===== src/rtl/i2s_tx_framer_if.sv =====
// Sample-pair handshake from the effects pipeline into the I2S transmitter.
// The source drives one stereo pair at a time with valid; the framer answers with ready.
interface i2s_tx_framer_if #(
   parameter int DATA_W = 24
) ();
   logic [DATA_W-1:0] in_left;
   logic [DATA_W-1:0] in_right;
   logic              in_valid;
   logic              in_ready;

   modport master (
      output in_left,
      output in_right,
      output in_valid,
      input  in_ready
   );

   modport slave (
      input  in_left,
      input  in_right,
      input  in_valid,
      output in_ready
   );
endinterface


===== src/rtl/i2s_tx_framer.sv =====
// Stereo I2S / left-justified serial transmitter with a one-pair buffer.
// Everything runs on the falling edge of sclk; master generates LRCLK, slave follows lrclk_in.
//
// buf_state | meaning
// ----------+-------------------------------------------------------------
// BUF_EMPTY | no pair waiting; in_ready high, next accept fills the buffer
// BUF_FULL  | pair waiting; moved into the frame registers at frame start
module i2s_tx_framer #(
   parameter int DATA_W        = 24,
   parameter int SLOT_W        = 32,
   parameter bit MASTER        = 1'b1,
   parameter bit LJ_MODE       = 1'b0,
   parameter bit UNDERRUN_HOLD = 1'b0
) (
   input  logic           sclk,
   input  logic           rst_n,
   input  logic           lrclk_in,
   output logic           lrclk_out,
   i2s_tx_framer_if.slave smp,
   output logic           sdout,
   output logic           underrun
);

   localparam int               POS_W   = $clog2(SLOT_W + 1);
   localparam logic [POS_W-1:0] POS_MAX = '1;

   typedef enum logic {
      BUF_EMPTY = 1'b0,
      BUF_FULL  = 1'b1
   } buf_state_t;

   buf_state_t        buf_state;
   buf_state_t        buf_next;

   logic              frame_load;
   logic              slot_d;
   logic [POS_W-1:0]  pos_d;
   logic              accept;
   logic              load_buf;

   logic [DATA_W-1:0] buf_left;
   logic [DATA_W-1:0] buf_right;
   logic [DATA_W-1:0] cur_left;
   logic [DATA_W-1:0] cur_right;
   logic [DATA_W-1:0] cur_left_d;
   logic [DATA_W-1:0] cur_right_d;

   generate
      if (DATA_W < 8 || DATA_W > 32) begin : g_bad_data_w
         $error("i2s_tx_framer: DATA_W must be in 8..32");
      end
      if (SLOT_W < DATA_W + 1) begin : g_bad_slot_w
         $error("i2s_tx_framer: SLOT_W must be at least DATA_W+1");
      end
      if (LJ_MODE && !MASTER) begin : g_bad_lj
         $error("i2s_tx_framer: left-justified mode needs MASTER=1");
      end
   endgenerate

   // Slot timing: produces the slot/position the next edge moves to and flags frame start.
   generate
      if (MASTER) begin : g_master
         localparam int               CNT_W    = $clog2(2 * SLOT_W);
         localparam logic [CNT_W-1:0] CNT_LAST = CNT_W'(2 * SLOT_W - 1);
         localparam logic [CNT_W-1:0] SLOT_LEN = CNT_W'(SLOT_W);

         logic [CNT_W-1:0] cnt_q;
         logic [CNT_W-1:0] cnt_d;
         logic             run_q;
         logic             lrclk_q;
         logic             lrclk_unused;

         assign lrclk_unused = lrclk_in;

         // run_q makes the first edge after reset a frame start at cnt=0.
         always_comb begin
            frame_load = 1'b0;
            cnt_d      = cnt_q + 1'b1;
            if (!run_q || cnt_q == CNT_LAST) begin
               cnt_d      = '0;
               frame_load = 1'b1;
            end
            slot_d = (cnt_d >= SLOT_LEN);
            pos_d  = slot_d ? POS_W'(cnt_d - SLOT_LEN) : POS_W'(cnt_d);
         end

         always_ff @(negedge sclk or negedge rst_n) begin
            if (!rst_n) begin
               cnt_q   <= '0;
               run_q   <= 1'b0;
               lrclk_q <= 1'b0;
            end else begin
               cnt_q   <= cnt_d;
               run_q   <= 1'b1;
               lrclk_q <= slot_d;
            end
         end

         assign lrclk_out = lrclk_q;
      end else begin : g_slave
         logic             lr_q;
         logic [POS_W-1:0] pos_q;

         // A change seen on this edge means one SCLK of the new slot has already elapsed.
         always_comb begin
            frame_load = lr_q & ~lrclk_in;
            slot_d     = lrclk_in;
            if (lrclk_in != lr_q) begin
               pos_d = POS_W'(1);
            end else if (pos_q == POS_MAX) begin
               pos_d = pos_q;
            end else begin
               pos_d = pos_q + 1'b1;
            end
         end

         always_ff @(negedge sclk or negedge rst_n) begin
            if (!rst_n) begin
               lr_q  <= 1'b0;
               pos_q <= '0;
            end else begin
               lr_q  <= lrclk_in;
               pos_q <= pos_d;
            end
         end

         assign lrclk_out = lr_q;
      end
   endgenerate

   always_ff @(negedge sclk or negedge rst_n) begin
      if (!rst_n) begin
         buf_state <= BUF_EMPTY;
      end else begin
         buf_state <= buf_next;
      end
   end

   always_comb begin
      buf_next = buf_state;
      case (buf_state)
         BUF_EMPTY: if (smp.in_valid) buf_next = BUF_FULL;
         BUF_FULL:  if (frame_load)   buf_next = BUF_EMPTY;
         default:   buf_next = BUF_EMPTY;
      endcase
   end

   always_comb begin
      smp.in_ready = (buf_state == BUF_EMPTY);
      accept       = smp.in_valid && (buf_state == BUF_EMPTY);
      load_buf     = frame_load && (buf_state == BUF_FULL);
   end

   always_comb begin
      cur_left_d  = cur_left;
      cur_right_d = cur_right;
      if (load_buf) begin
         cur_left_d  = buf_left;
         cur_right_d = buf_right;
      end else if (frame_load && !UNDERRUN_HOLD) begin
         cur_left_d  = '0;
         cur_right_d = '0;
      end
   end

   function automatic logic tx_bit(input logic [DATA_W-1:0] word,
                                   input logic [POS_W-1:0]  pos);
      int                p;
      logic [DATA_W-1:0] shifted;
      p       = int'(pos);
      shifted = word;
      tx_bit  = 1'b0;
      if (LJ_MODE) begin
         if (p < DATA_W) begin
            shifted = word >> (DATA_W - 1 - p);
            tx_bit  = shifted[0];
         end
      end else if (p >= 1 && p <= DATA_W) begin
         shifted = word >> (DATA_W - p);
         tx_bit  = shifted[0];
      end
   endfunction

   // sdout uses the post-edge frame contents so the load edge carries no extra latency.
   always_ff @(negedge sclk or negedge rst_n) begin
      if (!rst_n) begin
         buf_left  <= '0;
         buf_right <= '0;
         cur_left  <= '0;
         cur_right <= '0;
         sdout     <= 1'b0;
         underrun  <= 1'b0;
      end else begin
         if (accept) begin
            buf_left  <= smp.in_left;
            buf_right <= smp.in_right;
         end
         cur_left  <= cur_left_d;
         cur_right <= cur_right_d;
         sdout     <= tx_bit(slot_d ? cur_right_d : cur_left_d, pos_d);
         underrun  <= frame_load && (buf_state == BUF_EMPTY);
      end
   end

endmodule


===== src/flat_wrapper.sv =====
// flat-port wrapper written by rule: the top's interface ports become plain ports
module i2s_tx_framer_flat 
#(
   parameter int DATA_W        = 24,
   parameter int SLOT_W        = 32,
   parameter bit MASTER        = 1'b1,
   parameter bit LJ_MODE       = 1'b0,
   parameter bit UNDERRUN_HOLD = 1'b0
)
  (sclk, rst_n, lrclk_in, lrclk_out, sdout, underrun, smp_in_left, smp_in_right, smp_in_valid, smp_in_ready);
  i2s_tx_framer_if #(.DATA_W(DATA_W)) smp_i ();
  input  logic sclk;
  input  logic rst_n;
  input  logic lrclk_in;
  output logic lrclk_out;
  output logic sdout;
  output logic underrun;
  input wire logic [$bits(smp_i.in_left)-1:0] smp_in_left;
  input wire logic [$bits(smp_i.in_right)-1:0] smp_in_right;
  input wire logic [$bits(smp_i.in_valid)-1:0] smp_in_valid;
  output wire logic [$bits(smp_i.in_ready)-1:0] smp_in_ready;
  assign smp_i.in_left = smp_in_left;
  assign smp_i.in_right = smp_in_right;
  assign smp_i.in_valid = smp_in_valid;
  assign smp_in_ready = smp_i.in_ready;
  i2s_tx_framer #(.DATA_W(DATA_W), .SLOT_W(SLOT_W), .MASTER(MASTER), .LJ_MODE(LJ_MODE), .UNDERRUN_HOLD(UNDERRUN_HOLD)) u_core (.sclk(sclk), .rst_n(rst_n), .lrclk_in(lrclk_in), .lrclk_out(lrclk_out), .smp(smp_i), .sdout(sdout), .underrun(underrun));
endmodule

===== config.mk =====
export PLATFORM = sky130hd
export DESIGN_NAME = i2s_tx_framer_flat
export DESIGN_NICKNAME = d
export VERILOG_FILES = /design/src/rtl/i2s_tx_framer_if.sv /design/src/rtl/i2s_tx_framer.sv /design/src/flat_wrapper.sv
export SDC_FILE = /design/constraint.sdc
export NUM_CORES = 1
export LEC_CHECK = 0
export BUFFER_PORTS_ARGS = -buffer_cell sky130_fd_sc_hd__buf_2
export CAP_MARGIN = 20
export CORE_MARGIN = 2
export CORE_UTILIZATION = 25
export DETAILED_ROUTE_END_ITERATION = 7
export GPL_ROUTABILITY_DRIVEN = 1
export GPL_TIMING_DRIVEN = 0
export PLACE_DENSITY = 0.4
export SETUP_SLACK_MARGIN = 0.3
export SLEW_MARGIN = 20
export SYNTH_ARGS = -nofsm -noshare
export SYNTH_HDL_FRONTEND = slang
export SYNTH_SLANG_ARGS = --single-unit

===== constraint.sdc =====
create_clock -name sclk -period 3 [get_ports sclk]
set_clock_uncertainty 0.05 [all_clocks]
set_input_delay 0.45 -clock sclk [delete_from_list [all_inputs] [get_ports sclk]]
set_output_delay 0.45 -clock sclk [all_outputs]
set_load 0.01 [all_outputs]

[Word level (Yosys, flattened, before mapping)]
Index checks and enable logic that the tools add are counted.
Storage, ports and cells
  output and inout bits: 4
  register bits after elaboration: 107
Cells by class
  equality and inequality tests: 1
  bitwise gates (word level): 1
  $lt $le $gt $ge: 3
  mux-type cells: 12
  add/subtract/negate cells: 3
  reduce and logical (&&, ||, !) cells: 6
  shift operators: 1
Operators with widths (number)
  24-bit two-way mux: 5
  24-bit by 32-bit >> shifter with 1-bit output: 1
  6-bit two-way mux: 2
  5-bit by 6-bit subtractor with 7-bit output, first input constant: 1
  6-bit by 1-bit adder with 6-bit output, second input constant: 1
  6-bit == test, second input constant: 1
  6-bit by 1-bit >= comparator with 1-bit output, second input constant: 1
  6-bit >= comparator, second input constant: 1
  6-bit by 5-bit less-or-equal comparator with 1-bit output, second input constant: 1
  6-bit subtractor, second input constant: 1
  1-bit logical AND: 4
  1-bit two-way mux: 4
  1-bit case mux with 2 select lines: 1
  1-bit zero test: 1
  1-bit logical OR: 1
  1-bit inverter: 1

[Depth between registers and ports, before layout]
Gate-level depths: netlist of run 1.
  depth in word-level cells: 8
  mapped depth: 12
  gate-level depth less buffers: 11

==> results of run 1 <==
-- final cells by class --
| cell class | count | area, um2 |
|---|---|---|
| clock buffer | 12 | 246 |
| tap | 265 | 332 |
| clock inverter | 4 | 26.3 |
| inverter | 8 | 35.0 |
| timing repair buffer | 71 | 484 |
| buffer | 29 | 251 |
| multi-input combinational | 314 | 2260 |
| sequential | 107 | 2680 |
| fill | 1988 | 13000 |
-- layout by cell type, fill, tap and decap left out, types with 3 or more instances in the layout --
cell type	count
nand3_1	40
nor3_1	3
buf_6	4
a21oi_1	5
clkbuf_8	5
nor2_1	6
buf_12	3
nand2_1	106
a211oi_1	13
clkbuf_16	13
buf_1	3
dfrtn_1	107
a31oi_1	3
clkbuf_1	11
o32ai_1	3
mux2_2	37
buf_4	13
buf_2	57
mux2i_1	15
nor2b_1	6
mux2_4	18
o21ai_0	19
inv_1	6
-- metrics by stage --
stage	utilization	cells	setup WS, ns	cell area, um2	hold WS [ns]
3_3_place_gp	0.292	777	-1.25	5640	0.353
3_5_place_dp	0.293	778	-0.333	5670	0.363
6_report	0.326	810	-0.304	6310	0.359
2_1_floorplan	-	458	0.0835	5040	0.342
5_1_grt	0.326	810	-0.333	6310	0.380
4_1_cts	0.320	807	-0.315	6180	0.362
-- power by group --
part	total, mW	switching, mW	internal (mW)
sequential	1.90	0.164	1.74
combinational	0.859	0.411	0.448
clock	1.13	0.549	0.586
total	3.89	1.12	2.77
-- routing by layer --
| layer | track usage | up-vias |
|---|---|---|
| met5 | 0 | - |
| met4 | 0.0521 | 0 |
| met3 | 0.0280 | 15 |
| met2 | 0.225 | 44 |
| met1 | 0.193 | 1789 |
| li1 | - | 1754 |
-- path summary, 6_finish.rpt --
check                           cells past startpoint  slack [ns]              endpoint                     start
worst max-delay path                                5       -0.30          smp_in_ready          u_core.buf_state
worst min-delay path                                2        0.36   u_core.cur_left[21]       u_core.cur_left[21]
worst max register to register                     12        0.23          u_core.sdout  u_core.g_master.cnt_q[1]
worst min register to register                      2        0.36   u_core.cur_left[21]       u_core.cur_left[21]
max in group asynchronous                           2        0.86  u_core.buf_right[15]                     rst_n
min in group asynchronous                           1        1.33   u_core.buf_left[11]                     rst_n
-- logic make-up (layout without fill, tap and decap cells) --
| group | after synthesis | in the layout | synth area share |
|---|---|---|---|
| compound gates | 59 | 59 | 0.0854 |
| xor+xnor | 6 | 6 | 0.0108 |
| fa+ha+maj | 3 | 3 | 0.00769 |
| buf+inv | 37 | 124 | 0.0302 |
| flops | 107 | 107 | 0.549 |
| mux | 71 | 71 | 0.162 |
| other cells | 1 | 1 | 0.000768 |
| simple gates | 174 | 174 | 0.154 |
-- registers in the layout, summed over array words and instances, names as in the netlist --
| name | flops |
|---|---|
| u_core.buf_left | 24 |
| u_core.buf_right | 24 |
| u_core.cur_left | 24 |
| u_core.cur_right | 24 |
| u_core.g_master.cnt_q | 6 |
| u_core.buf_state | 1 |
| u_core.g_master.run_q | 1 |
| u_core.lrclk_out | 1 |
| u_core.sdout | 1 |
| u_core.underrun | 1 |
-- repair_timing --
action,in CTS,in global routing
hold buffers,0,0
buffers inserted,13,1
resized for setup,20,16
endpoints found under the setup margin,34,23
gates cloned,0,2
pin swaps,8,2
-- worst reg2reg max path: cells and delay by family, from the launching register on --
family | cells | cell delay [ns]
buffers and inverters | 2 | 0.28
adder cells (fa/ha/maj) | 2 | 0.42
AO/OA/AOI/OAI | 4 | 0.85
flip-flops | 1 | 0.42
AND/OR/NAND/NOR | 3 | 0.41
XOR/XNOR | 1 | 0.16
==> metrics.txt, run 1 <==
number of H-tree levels=3; IO buf count=54; cts bufs inserted=9; count of routing violations after the opening detailed-route iteration=about 280; most frequent cell after synthesis=nand2_1; largest net degree at the start of global routing=72; outcome=finished with violations; area enclosed by the die boundary=20700 um2; Worst Path Max Fanout=2; total global-route track usage=0.142; power per cell area=between 600 and 700 nW/um2; Pre-antenna DRT Iters=6; sum of negative setup slack=-0.304 ns; Mapped Cells=about 460; wire length of the first global-routing pass=21700 um; drt total wl=14100 um; via total after detailed routing=3602; number of remaining DRC errors=0; type of the worst min-delay path=flop to flop; synthesis-to-finish area growth=29.2%; maxcap violations=0; sum of buffers and inverters on the critical path=5; Worst Setup Start Kind=flop; violations in the final reports=negative setup slack; clock-pin slew reported for the worst setup and hold paths after clock tree synthesis=~0.050 ns; endpoint class of the critical path=output port; cell chain of the critical path=clkbuf_8 > clkbuf_16 > clkbuf_16 > inv_6 > buf_6; root cell of the clock tree=clkbuf_16; max-slew headroom at the worst pin=0.504; antenna violations before repair=0; Leak Pwr=2.96 nW; average detailed-routed wire length per instance=roughly 17 um; later-pin clock latency in the skew report=0.36 ns; number of sinks on the clock net=107; data arrival time of the critical path=roughly 2.8 ns; buffers from clock root to sink, at most=2; starting density of the core=0.252; routed wire length on met3=approximately 370 um; fraction of the yosys area taken by sequential cells=0.549; Core Footprint=roughly 19000 um2; Finish-stage setup viols=1; cell taking the most area after synthesis=dfrtn_1; Vias per Instance=approximately 4.4; combined area of all synthesized cells=between 4000 and 5000 um2; width of the die=144 um; transition time at the pin with the least slew margin=approximately 0.74 ns; uppermost metal layer occupied by signal nets=met4; worst-case setup margin in the final layout=-0.304 ns; Die Ht=roughly 140 um; number of pins with negative max-slew slack in the final report=0; Placement Rows=slightly above 50; final net count=595; number of distinct library cells after synthesis=40; most numerous cell types in the synthesized netlist=nand2_1 (109), dfrtn_1 (107), mux2_2 (55); TritonCTS clock tree=done; category of the critical setup timing path=flop to output port; gr ovfl total=0; synth top area cells=dfrtn_1 (55%), mux2_2 (13%), nand2_1 (8.4%); met1 wire length=roughly 6900 um; setup repair after global routing missed its margin=yes; maximum resistive drop on vdd=0.272 mV; count of flip-flops with a built-in enable after synthesis=0; proportion of layout cells with a drive suffix above 1=0.327; Avg Inst Size Synth=10.7 um2; Post-synth ARST share=1.00; Final Total Pwr=around 4 mW; routed wl met2=between 6000 and 7000 um; final weighted congestion in routability-driven placement=~0.9; number of antenna cells inserted=0; slowest CP cell=dfrtn_1; syn_nets=513; highest cell delay on the worst timing path=0.42 ns; via count of the first global-routing pass=between 3000 and 4000; synthesis-stage register bit count=roughly 110; residual antenna-violating net count after detailed routing=0; YS warnings=0; dominant synthesized flop cell=dfrtn_1; half-perimeter wire length after detailed placement=~9800 um; Top-Level Pins=56; Worst path most repeated cell=clkbuf_16; total count of hold-check failures in the final report=0; required time of the critical path=2.50 ns; dominant delay contributor by cell family on the critical path=buffers and inverters; top-area cell type share of the netlist area=0.549
(Power assumes the default switching activity.)
==> run 2: changes to the inputs <==
- GPL_TIMING_DRIVEN: 0 -> unset
- PLACE_DENSITY: 0.4 -> 0.39
- clock period: 3 -> 3.69 ns (I/O delays scaled with it)
==> run 2 against run 1 <==
  * Critical endpoint unchanged
  * Non-clock buffer count down 34
  * Worst hold slack lost 0.0014 ns
  * Cell area is 7.2% lower
  * Global-route usage down 2.1 points
  * The flow now finishes without violations
  * Power shrank 19%
  * Count of clock-buffer cells in the layout up 1
  * Final cell count fell by 4.2%
  * Via count shrank 5.7%
  * Sequential power fell by 19%
==> metrics.txt, run 2 (synthesis gave the netlist of run 1 again) <==
total global-route track usage=0.122; dominant delay contributor by cell family on the critical path=flip-flops; commonest non-fill, non-tap cells in the layout=nand2_1 (109), dfrtn_1 (107), mux2_2 (55); Worst Path Max Fanout=2; cts hold-fix bufs=0; later-pin clock latency in the skew report=about 0.35 ns; R2R depth=10; starting density of the core=0.252; fraction of power consumed by the clock network=0.344; sum of buffers and inverters on the critical path=2; synthesis-to-finish area growth=20.0%; TritonCTS clock tree=done; category of the critical setup timing path=flop to output port; Internal Power=between 2 and 2.5 mW; GR Util met2=0.190; power per cell area=~540 nW/um2; Leak Pwr=roughly 2.7 nW; transition time at the pin with the least slew margin=between 0.6 and 0.7 ns; number of remaining DRC errors=0; count of routing violations after the opening detailed-route iteration=slightly above 200; end point of the critical path=smp_in_ready; Finish-stage setup viols=0; max-slew headroom at the worst pin=0.579; number of antenna cells inserted=0; Worst Setup Start Kind=flop; setup repair after global routing missed its margin=yes; half-perimeter wire length after detailed placement=between 7000 and 8000 um; type of the worst min-delay path=flop to flop; total count of hold-check failures in the final report=0; clock-pin slew reported for the worst setup and hold paths after clock tree synthesis=about 0.05 ns; width of the die=144 um; number of H-tree levels=3; number of cells on the critical path=2; IO buf count=54; via total after detailed routing=~3400; sum of negative setup slack=0 ns; cts bufs inserted=9; Pre-antenna DRT Iters=4; switching part of the total=0.262; endpoint class of the critical path=output port; required time of the critical path=roughly 3.1 ns; number of sinks on the clock net=107; final standard cell count with taps included and fillers excluded=776; slowest CP cell=dfrtn_1; number of pins with negative max-slew slack in the final report=0; final net count=~560; fill cell instance count of the final layout=just over 2000; maximum resistive drop on vdd=0.192 mV; proportion of layout cells with a drive suffix above 1=0.282; Placement Rows=51; most common cell after layout, fill and taps aside=nand2_1; portion of total power attributed to sequential cells=0.485; met3 demand-to-capacity share in global routing=0.0287; outcome=finished, final reports clean; buffers from clock root to sink, at most=2; cell chain of the critical path=inv_2 > buf_6; average detailed-routed wire length per instance=14.8 um; area enclosed by the die boundary=20700 um2; Setup crit start=u_core.buf_state; reg2reg setup slack=between 0.6 and 0.7 ns; met1 Use GR=0.167; antenna violations before repair=0; maxcap violations=0; combinational share of power=0.171; Top-Level Pins=56; root cell of the clock tree=clkbuf_16; residual antenna-violating net count after detailed routing=0; Vias per Instance=4.38; startpoint of the lowest-slack register-to-register path=u_core.g_master.cnt_q[1]; drt total wl=11500 um; largest net degree at the start of global routing=70; final weighted congestion in routability-driven placement=approximately 0.79; data arrival time of the critical path=between 2 and 3 ns; Net Sw Power=approximately 0.83 mW; highest cell delay on the worst timing path=between 0.4 and 0.5 ns; wire length of the first global-routing pass=19200 um; gr ovfl total=0; Die Ht=roughly 140 um; most crowded layer after global routing=met2; via count of the first global-routing pass=around 3600; Core Footprint=a little under 20000 um2; reg-to-reg critical path endpoint=u_core.sdout; Cells after DPL=759
-- run 2: worst reg2reg max path, stage by stage (launching register included) --
cell	delay, ns
dfrtn_1	0.38
ha_1	0.25
and3_1	0.23
a31oi_4	0.26
nand2_1	0.13
ha_1	0.28
xnor2_1	0.28
nand2_1	0.19
o32a_1	0.38
o211a_1	0.13
a211o_1	0.29
-- run 2: per-stage QoR --
step	cell area (um2)	utilization	hold WS, ns	worst slack (ns)	power [mW]
floorplan	4920	-	0.342	0.228	1.91
global placement	5500	0.285	0.354	0.199	2.08
detailed placement	5500	0.285	0.362	0.176	2.10
CTS	5860	0.303	0.361	0.294	3.21
global route	5860	0.303	0.382	0.284	3.35
finish	5860	0.303	0.358	0.310	3.15
-- run 2: power groups by stage --
| stage | Combinational (mW) | Clock, mW | Sequential (mW) |
|---|---|---|---|
| 2_1_floorplan | 0.396 | 0 | 1.51 |
| 3_3_place_gp | 0.539 | 0 | 1.55 |
| 3_5_place_dp | 0.548 | 0 | 1.55 |
| 4_1_cts | 0.556 | 1.12 | 1.53 |
| 5_1_grt | 0.615 | 1.18 | 1.56 |
| 6_report | 0.540 | 1.08 | 1.53 |
-- run 2: metal layers --
layer | routed length [um] | vias to the layer above
li1 | - | 1684
met1 | 5660 | 1665
met2 | 5360 | 35
met3 | 301 | 11
met4 | 165 | 0
met5 | 0 | -
-- run 2: final cells by class --
type,instances,area [um2],share of cell area
multi-input combinational,314,2070,0.354
sequential,107,2680,0.457
inverter,8,30.0,0.00513
clock inverter,3,68.8,0.0117
clock buffer,13,270,0.0461
timing repair buffer,66,407,0.0694
tap,265,332,0.0566
-- run 2: what timing repair did --
item,4_1_cts,5_1_grt
buffers inserted,1,0
gates resized for setup,2,0
endpoints found under the setup margin,1,1
hold endpoints to repair,0,0
-- run 2: worst min-delay path by stage --
stage,start,to,cells past startpoint
6_report,u_core.cur_right[6],u_core.cur_right[6],2
5_1_grt,u_core.cur_right[19],u_core.cur_right[19],2
4_1_cts,u_core.cur_right[6],u_core.cur_right[6],2
3_5_place_dp,u_core.cur_right[6],u_core.cur_right[6],2
3_3_place_gp,u_core.cur_right[22],u_core.cur_right[22],2
2_1_floorplan,u_core.cur_left[21],u_core.cur_left[21],2
==> run 3: changes to the inputs <==
- PLACE_DENSITY: 0.39 -> unset
==> run 3 against run 2 <==
  * Setup slack lost 0.010 ns
  * Non-clock buffer count up 1
  * Routed wire length shrank 6.6%
  * Die area did not move
  * Critical path type unchanged
==> metrics.txt, run 3 (synthesis gave the netlist of run 1 again) <==
number of pins with negative max-slew slack in the final report=0; Leak Pwr=roughly 2.7 nW; endpoint class of the critical path=output port; reg2reg setup slack=0.70 ns; category of the critical setup timing path=flop to output port; area enclosed by the die boundary=between 20000 and 25000 um2; data arrival time of the critical path=between 2 and 3 ns; max-slew headroom at the worst pin=0.570; power per cell area=520 nW/um2; maximum resistive drop on vdd=0.212 mV; commonest non-fill, non-tap cells in the layout=nand2_1 (109), dfrtn_1 (107), mux2_2 (55); half-perimeter wire length after detailed placement=7400 um; proportion of layout cells with a drive suffix above 1=0.283; final weighted congestion in routability-driven placement=~0.82; highest cell delay on the worst timing path=about 0.42 ns; final net count=roughly 560; final standard cell count with taps included and fillers excluded=777; Cells after DPL=around 760; Placement Rows=between 50 and 60; via total after detailed routing=around 3400; residual antenna-violating net count after detailed routing=0; average detailed-routed wire length per instance=about 14 um; share of the core filled with cells in the final layout=0.301; largest net degree at the start of global routing=63; Pre-antenna DRT Iters=4; total count of hold-check failures in the final report=0; most common cell after layout, fill and taps aside=nand2_1; starting density of the core=0.252; Vias per Instance=around 4.4; cell chain of the critical path=inv_2 > buf_6; via count of the first global-routing pass=3497; fill cell instance count of the final layout=approximately 2000; Finish-stage setup viols=0; clock-pin slew reported for the worst setup and hold paths after clock tree synthesis=0.05 ns; slowest CP cell=dfrtn_1; Worst Path Max Fanout=2; end point of the critical path=smp_in_ready; number of sinks on the clock net=107; R2R depth=8; buffers from clock root to sink, at most=2; startpoint of the lowest-slack register-to-register path=u_core.g_master.cnt_q[1]; required time of the critical path=3.09 ns; sum of negative setup slack=0 ns; maxcap violations=0; Setup crit start=u_core.buf_state; reg-to-reg critical path endpoint=u_core.sdout; met3 demand-to-capacity share in global routing=0.0163; worst-case setup margin in the final layout=between 0.3 and 0.4 ns; setup repair after global routing missed its margin=yes; drt total wl=~11000 um; sequential cell area=about 2700 um2; Die Ht=144 um; count of routing violations after the opening detailed-route iteration=about 180; antenna violations before repair=0; met1 Use GR=0.148; number of cells on the critical path=2; Final Total Pwr=3.02 mW; dominant delay contributor by cell family on the critical path=flip-flops; transition time at the pin with the least slew margin=0.644 ns; worst setup slack before clock tree synthesis=0.193 ns; type of the worst min-delay path=flop to flop; wire length of the first global-routing pass=~18000 um; number of remaining DRC errors=0; GR Util met2=0.178; synthesis-to-finish area growth=19.2%; Worst Setup Start Kind=flop; number of H-tree levels=3; Core Footprint=between 15000 and 20000 um2; IO buf count=54; cts bufs inserted=9; sum of buffers and inverters on the critical path=2; cts hold-fix bufs=0; later-pin clock latency in the skew report=~0.35 ns; gr ovfl total=0; width of the die=~140 um; TritonCTS clock tree=done; root cell of the clock tree=clkbuf_16; outcome=finished, final reports clean; Multi-input gate area=2070 um2; number of antenna cells inserted=0; Top-Level Pins=56; most crowded layer after global routing=met2; total global-route track usage=0.110
-- run 3: cell count changes in the layout (fill, tap and decap cells not counted) --
cell        before  now
clkbuf_8         3    0
clkinv_2         0    2
clkinvlp_4       0    2
buf_4           10   11
bufinv_16        2    1
clkinv_4         1    0
inv_6            0    1
-- run 3: cell type report --
| class | instances | share of cell area |
|---|---|---|
| Timing Repair Buffer | 67 | 0.0712 |
| Clock inverter | 6 | 0.0110 |
| Clock buffer | 10 | 0.0394 |
| Sequential cell | 107 | 0.460 |
| Tap cell | 265 | 0.0570 |
| Inverter | 8 | 0.00516 |
| Multi-Input combinational cell | 314 | 0.356 |
-- run 3: layer usage --
| metal | vias up | share of wire |
|---|---|---|
| li1 | 1681 | - |
| met1 | 1673 | 0.48 |
| met2 | 51 | 0.47 |
| met3 | 11 | 0.029 |
| met4 | 0 | 0.017 |
| met5 | - | 0 |
-- run 3: worst min-delay path, delay by kind of cell, from the launching register on --
| kind | cells | cell delay [ns] |
|---|---|---|
| and+or+nand+nor | 2 | 0.10 |
| DFF | 1 | 0.40 |
-- run 3: power breakdown --
part,total [mW],leakage [nW],switching [mW],internal (mW)
logic,0.532,1.23,0.270,0.262
clock network,0.961,0.139,0.434,0.527
registers,1.53,1.34,0.119,1.41
total,3.02,2.71,0.823,2.20
-- run 3: timing repair --
action	in CTS	in global routing
gates resized for setup	2	0
setup buffers	1	1
setup endpoints to repair	1	1
-- run 3: worst min-delay path by stage --
stage / startpoint / cells after the start / slack [ns] / end
finish: u_core.cur_right[9] / 2 / 0.36 / u_core.cur_right[9]
global route: u_core.cur_left[14] / 2 / 0.38 / u_core.cur_left[14]
floorplan: u_core.cur_left[21] / 2 / 0.34 / u_core.cur_left[21]
CTS: u_core.cur_right[9] / 2 / 0.36 / u_core.cur_right[9]
detailed placement: u_core.cur_right[11] / 2 / 0.36 / u_core.cur_right[11]
global placement: u_core.cur_left[6] / 2 / 0.35 / u_core.cur_left[6]
-- run 3: through the flow --
stage,hold slack [ns],area [um2]
after detailed placement,0.362,5500
after global routing,0.383,5820
after CTS,0.361,5810
after global placement,0.355,5500
after floorplan,0.342,4920
final,0.358,5820
